### src/rtl/image_pipe_buf.sv
`default_nettype none
// ============================================================================
// Module   : image_pipe_buf
// Purpose  : Show-ahead pixel FIFO with shift/narrow transform and frame count
// Revision : 1.0
// ============================================================================
module image_pipe_buf #(
    parameter int DW_IN  = 32,
    parameter int DW_OUT = 32,
    parameter int DEPTH  = 8,
    parameter int FCW    = 16
) (
    input  logic                       clk,
    input  logic                       rst_n,
    input  logic [DW_IN-1:0]           is_data_in,
    input  logic                       is_valid_in,
    input  logic                       is_end_in,
    output logic                       is_busy_out,
    output logic [DW_OUT-1:0]          im_data_out,
    output logic                       im_valid_out,
    output logic                       im_end_out,
    input  logic                       im_busy_in,
    input  logic [5:0]                 cfg_shift,
    input  logic                       cfg_sat,
    output logic [FCW-1:0]             frame_cnt,
    output logic [$clog2(DEPTH):0]     level
);

    localparam int AW = $clog2(DEPTH);
    localparam int LW = AW + 1;
    localparam int EW = DW_OUT + 1;

    logic [EW-1:0]     r_mem [DEPTH];
    logic [AW-1:0]     r_wr_ptr;
    logic [AW-1:0]     r_rd_ptr;
    logic [LW-1:0]     r_level;
    logic              r_busy;
    logic              r_valid;
    logic [EW-1:0]     r_head;
    logic [FCW-1:0]    r_frame_cnt;

    logic              w_accept;
    logic              w_xfer;
    logic [DW_IN-1:0]  w_shifted;
    logic [DW_OUT-1:0] w_conv;
    logic [EW-1:0]     w_entry;
    logic [AW-1:0]     w_rd_next;
    logic [LW-1:0]     w_level_drain;
    logic [LW-1:0]     w_level_next;

    assign w_accept  = is_valid_in && !r_busy;
    assign w_xfer    = r_valid && !im_busy_in;
    // Logical shift already yields zero for shift amounts >= DW_IN.
    assign w_shifted = is_data_in >> cfg_shift;

    if (DW_OUT < DW_IN) begin : g_narrow
        logic w_over;
        assign w_over = |w_shifted[DW_IN-1:DW_OUT];
        assign w_conv = (cfg_sat && w_over) ? {DW_OUT{1'b1}} : w_shifted[DW_OUT-1:0];
    end else begin : g_widen
        logic w_unused_sat;
        assign w_unused_sat = cfg_sat;
        always_comb begin
            w_conv = '0;
            w_conv[DW_IN-1:0] = w_shifted;
        end
    end

    assign w_entry       = {is_end_in, w_conv};
    assign w_rd_next     = r_rd_ptr + AW'(w_xfer);
    assign w_level_drain = r_level - LW'(w_xfer);
    assign w_level_next  = w_level_drain + LW'(w_accept);

    always_ff @(posedge clk) begin
        if (w_accept) begin
            r_mem[r_wr_ptr] <= w_entry;
        end
    end

    always_ff @(posedge clk or negedge rst_n) begin
        if (!rst_n) begin
            r_wr_ptr    <= '0;
            r_rd_ptr    <= '0;
            r_level     <= '0;
            r_busy      <= 1'b0;
            r_valid     <= 1'b0;
            r_head      <= '0;
            r_frame_cnt <= '0;
        end else begin
            if (w_accept) begin
                r_wr_ptr <= r_wr_ptr + 1'b1;
            end
            r_rd_ptr <= w_rd_next;
            r_level  <= w_level_next;
            r_busy   <= (w_level_next == LW'(DEPTH));
            r_valid  <= (w_level_next != '0);
            // Head register: an entry still buffered after this edge wins;
            // otherwise an accept into an empty buffer bypasses straight in.
            if (w_level_drain != '0) begin
                r_head <= r_mem[w_rd_next];
            end else if (w_accept) begin
                r_head <= w_entry;
            end
            if (w_xfer && r_head[DW_OUT]) begin
                r_frame_cnt <= r_frame_cnt + 1'b1;
            end
        end
    end

    assign is_busy_out  = r_busy;
    assign im_valid_out = r_valid;
    assign im_data_out  = r_head[DW_OUT-1:0];
    assign im_end_out   = r_head[DW_OUT];
    assign frame_cnt    = r_frame_cnt;
    assign level        = r_level;

endmodule
`default_nettype wire

### config.mk
export PLATFORM = sky130hd
export DESIGN_NAME = image_pipe_buf
export DESIGN_NICKNAME = d
export VERILOG_FILES = /design/src/rtl/image_pipe_buf.sv
export SDC_FILE = /design/constraint.sdc
export NUM_CORES = 1
export LEC_CHECK = 0
export CAP_MARGIN = 10
export CORE_MARGIN = 3
export CORE_UTILIZATION = 66
export CTS_BUF_LIST = sky130_fd_sc_hd__clkbuf_8
export CTS_CLUSTER_DIAMETER = 50
export DETAILED_ROUTE_END_ITERATION = 8
export PLACE_DENSITY = 0.93
export SLEW_MARGIN = 20
export SYNTH_ARGS = -nofsm -noshare
export SYNTH_HDL_FRONTEND = slang
export SYNTH_SLANG_ARGS = --single-unit
### constraint.sdc
create_clock -name clk -period 13.5 [get_ports clk]
set_input_delay 1.35 -clock clk [delete_from_list [all_inputs] [get_ports clk]]
set_output_delay 1.35 -clock clk [all_outputs]
set_load 0.1 [all_outputs]
==> Yosys cells after proc, flatten, opt, wreduce, memory -nomap -nowiden <==
Memory sizes are Yosys's and may differ from the RTL's.
Index checks and enable logic that the tools add are counted.
{ "classes": {"addsub": 5, "n_eq_ne": 1, "shifts": 1, "muxes": 4, "n_reduce_logical": 8} }
{ "ops": {"columns": ["operator", "count"], "rows": [
  ["$mux 33", 2],
  ["$shr 32x6->32", 1],
  ["$add 16x1->16 const B", 1],
  ["$reduce_bool 4->1", 2],
  ["$add 4x1->4", 1],
  ["$eq 4x4->1 const B", 1],
  ["$sub 4x1->4", 1],
  ["$add 3x1->3", 1],
  ["$add 3x1->3 const B", 1],
  ["$logic_and 1x1->1", 3],
  ["$logic_not 1->1", 2],
  ["$mux 1", 2],
  ["$reduce_bool 2->1", 1]
]} }
{ "totals": {"ff_bits": 61, "ramBits": 264, "in_bits": 44, "out_inout_bits": 55, "n_memories": 1} }
{ "memory_table": {"columns": ["memory", "words", "width", "rd", "rd_clocked_by_memory_dff", "wr", "line", "text"], "rows": [
  ["r_mem", 8, 33, 1, 0, 1, "33", "logic [EW-1:0] r_mem [DEPTH];"]
]} }

==> Longest topological paths before layout <==
{ "logic_depth": {"ltp_word": 5, "depth_mapped": 11} }

==> Least setup slack after synthesis <==
No wires, ideal clock.
{ "synth_path": {"path_kind": "input to register", "from": "input port is_valid_in", "to": "memory r_mem[0][0] in the netlist's numbering, enable pin", "setup_ns": 0.506, "arrival_ns": 4.989, "t_required_ns": 12.994, "setup_slack_ns": 8.006, "stages": 4, "n_path_buf": 2, "path_cell_list": "nand2b_1 clkbuf_1 buf_1 nor4_1"} }
{ "synth_via": {"elab_chain_cells": 3} }
{ "synth_lines": {"columns": ["item", "line", "text"], "rows": [
  ["from (decl)", "16", "input logic is_valid_in,"],
  ["$logic_and 1x1->1", "51", "assign w_accept = is_valid_in && !r_busy;"],
  ["$mux 1", "75", "if (w_accept) begin"],
  ["$mux 1 (implied by the code)", "76", "r_mem[r_wr_ptr] <= w_entry;"],
  ["to (decl)", "33", null]
]} }
Every way passes these cells.

==> Worst setup path after layout <==
{ "layout_path": {"from": "input port im_busy_in", "to": "register r_head[8]"} }
{ "layout_via": {"elab_chain_cells": 5} }
{ "layout_lines": {"columns": ["item", "line", "text"], "rows": [
  ["from (decl)", "22", "input logic im_busy_in,"],
  ["$logic_not 1->1 (*)", "52", "assign w_xfer = r_valid && !im_busy_in;"],
  ["$logic_and 1x1->1 (*)", "52", null],
  ["$add 3x1->3 / $sub 4x1->4 (equally long branches)", "70, 71", null],
  ["$mem_v2 8x33 / $reduce_bool 4->1 (equally long branches)", null, null],
  ["$mux 33 / $reduce_bool 2->1 (equally long branches)", null, null],
  ["to (signal assigned)", "100", "r_head <= r_mem[w_rd_next];"],
  ["to (signal assigned)", "102", "r_head <= w_entry;"],
  ["to (decl)", "39", "logic [EW-1:0] r_head;"]
]} }
Every way passes the cells marked *; elsewhere a longest branch is shown, timed or not.
A chain may end at the register's enable or synchronous reset.

==> qor.csv <==
stage;metric;value;unit
outcome;outcome;finished, final reports clean;
floorplan;Starting Density;67.30;%
sta;clk_skew;0.03457;ns
clock_tree;Reg clk slew, reported paths;0.06;ns
setup_path;required time of the critical path;13.95;ns
logic_synthesis;Syn Inst Count;953;
sta;Final TNS setup;0;ns
clock_tree;Clock Sinks;325;
clock_tree;CTS Hold Bufs;0;
sta;final worst path period need;4.092;ns
setup_path;CP Capture Type;flip-flop;
placed_design;Post-DP HPWL;24.16;mm
placed_design;Setup Slack @ Placement;8.866;ns
sta;worst slew pin tran;1.040;ns
global_routing;overall fraction of global-route tracks in use;32.30;%
setup_path;slowest cell delay on critical path;0.90;ns
routing;top sig layer;met5;
layout;Non-Filler Instances;1381;
setup_path;CP cell instances;clkdlybuf4s50_1, nor2b_1, ha_1, nor3b_1, xor2_1, or2_2, nand2_1, o311a_1;
placed_design;Port Buffers;97;
logic_synthesis;sequential fraction of the synthesis area;61.86;%
global_routing;grt ovf;0;
routing;via count;9700;
floorplan;die height;158.2;um
sta;Slew Limit Fails;0;
global_routing;vias in the first global route;9866;
routing;1st-iter DRT viols;1398;
clock_tree;Resized Gates After CTS;0;
logic_synthesis;area of the mapped netlist;0.01528;mm^2
job;MaxCap Viol Count;0;
routing;total wire length;38.91;mm
sta;Setup WS post-layout;9.408;ns
layout;net total in the final layout;1108;
clock_tree;H-tree depth;2;
floorplan;die width;158.2;um
logic_synthesis;syn nets;1005;
clock_tree;worst skew pair latency;0.58;ns
global_routing;global-route wire length before repair;59.82;mm
setup_path;critical path arrival;4.54;ns
floorplan;row count;55;
power_and_ir_drop;LEAKAGE;0.006194;uW
sta;unrepaired setup endpoints after global routing;false;
power_and_ir_drop;power per cell area;229.7;mW/mm^2
setup_path;slowest stage cell, crit path;or2_2;
floorplan;core area;0.02271;mm^2
routing;met3 wire length;3.729;mm
logic_synthesis;FFs w/ async S/R, synth;18.77;%
routing;Routed WL per cell;28.17;um
sta;final setup vio count;0;
setup_path;worst setup path category;input port to flip-flop;
logic_synthesis;Yosys warnings;0;
setup_path;Critical path origin;im_busy_in;
floorplan;boundary pin count;99;
clock_tree;CTS Buf Count;50;
routing;drt pass-1 iters;5;
routing;DRC Markers;0;
placed_design;global placer's final weighted congestion;0.9940;
power_and_ir_drop;maximum vdd drop;0.1941;mV
logic_synthesis;Post-synth EDFFs;264;
routing;routed wl met2;19.62;mm
routing;Vias per Instance;7.024;
placed_design;# placed instances;1289;
logic_synthesis;library cells used by synthesis;66;
sta;Tcrit/Tclk final;30.31;%
sta;final hold violation count;0;
layout;synthesis-to-finish area growth;14.87;%
setup_path;reg-to-reg startpoint;im_valid_out;
logic_synthesis;ys flop type;edfxtp_1;
logic_synthesis;mean post-synth cell area;16.04;um^2
global_routing;maximum number of pins on one net before global-route repair;68;
logic_synthesis;synthesis-stage register bit count;325;
worst_hold_path;hold_sp;frame_cnt[4];
layout;fillers;1240;
global_routing;initial antenna violation count;2;
clock_tree;CTS Buffer Depth;3;
floorplan;die footprint;0.02502;mm^2
setup_path;crit start category;input port;
setup_path;CP max FO;44;
power_and_ir_drop;PnR Total Power;4032;uW
sta;Slew HR;30.65;%
worst_hold_path;worst min path class;flip-flop to flip-flop;
setup_path;Critical path buffers and inverters;1;
routing;met1 WL;14.02;mm
clock_tree;CTS tree;done;
layout;final core utilization;77.31;%
setup_path;Crit path max-delay family;simple AND/OR/NAND/NOR gates;
layout;layout cells sized above 1;21.55;%
sta;Max Clk Rate;0.2444;GHz
clock_tree;postcts setup bufs;0;
clock_tree;CTS root buf;clkbuf_8;
routing;antenna-violating nets left;0;
stage by stage:
step                      hold WS, ns  instance area [um^2]
after global routing           0.5315                 17550
after global placement         0.4611                 16530
after CTS                      0.4959                 17540
final                          0.4935                 17560
after floorplan                0.4721                 15280
after detailed placement       0.4738                 16530
path summary, 6_finish.rpt:
kind                           endpoint  slack, ns  depth (start not counted)
setup / recovery              r_head[8]       9.41                          8
hold / removal             frame_cnt[4]       0.49                          1
setup reg to reg              r_head[8]      10.22                          7
hold reg to reg            frame_cnt[4]       0.49                          1
max in group asynchronous    r_head[10]      11.89                          2
min in group asynchronous  frame_cnt[7]       0.98                          2
cells by family after synthesis:
family	count (synthesis)	synth area share, %
flops	325	61.86
simple gates	219	7.311
mux	176	20.34
compound gates	122	6.025
buf+inv	81	2.546
xor+xnor	22	1.261
fa+ha+maj	8	0.6550
report_power, final:
group | switching [uW] | internal (uW)
logic | 1160 | 658
registers | 105 | 1310
clock network | 373 | 432
cells in the mapped netlist, types with 7 or more instances:
library cell  instances  area share, %
xnor2_1              16           0.92
nor2b_1              24           0.98
buf_1                 7           0.17
a211oi_1             20           0.98
mux4_2               94             14
nand2_1              59            1.4
and2_1                9           0.37
nor3_1               17           0.56
inv_1                13           0.32
a21oi_1              14           0.46
nand2b_1             12           0.49
nor2_1               34           0.84
edfxtp_1            264             52
ha_1                  8           0.65
clkbuf_1             24           0.59
a22oi_1               8           0.39
o21ai_0              15           0.49
mux4_1                9            1.5
o211ai_1              9           0.44
mux2_2               20            1.5
buf_2                29           0.95
mux2i_1              53            3.5
nand3_1              23           0.75
dfrtp_1              61             10
o311a_1              10           0.65
metal layers:
metal  vias up  GRT usage, %
li1       4062             -
met1      4916         43.42
met2       597         52.74
met3       123         6.260
met4         2         13.52
met5         -             0
state kept, by name, indices dropped and copies added, names as in the netlist:
signal and count:
im_valid_out 1, level 4, frame_cnt 16, r_rd_ptr 3, r_wr_ptr 3, is_busy_out 1, r_mem 264, r_head 33
worst reg2reg max path, stage by stage (launching register included):
cell and delay (ns):
dfrtp_1 0.40, nor2b_1 0.30, ha_1 0.28, nor3b_1 0.24, xor2_1 0.58, or2_2 0.90
nand2_1 0.27, o311a_1 0.21
layout make-up:
type | count | area (um^2) | share of cell area (%)
clock inverters | 26 | 120.1 | 0.6842
flip-flops and latches | 325 | 9454 | 53.85
diodes | 1 | 2.502 | 0.01425
repair buffers | 119 | 1116 | 6.357
well taps | 285 | 356.6 | 2.031
inverters | 13 | 48.80 | 0.2780
multi-input cells | 547 | 5563 | 31.69
clock buffers | 65 | 894.6 | 5.096
placed cells by master, fill, tap and decap left out, types with 8 or more instances in the layout:
cell type / n
edfxtp_1: 264
mux4_2: 94
clkdlybuf4s50_1: 93
clkbuf_8: 65
dfrtp_1: 61
nand2_1: 59
mux2i_1: 53
nor2_1: 30
inv_1: 28
nor2b_1: 24
nand3_1: 23
buf_4: 22
mux2_2: 20
a211oi_1: 18
xnor2_1: 16
o21ai_0: 15
a21oi_1: 14
nor3_1: 13
nand2b_1: 11
o311a_1: 10
and2_1: 9
mux4_1: 9
o211ai_1: 9
a22oi_1: 8
(Power assumes the default switching activity.)
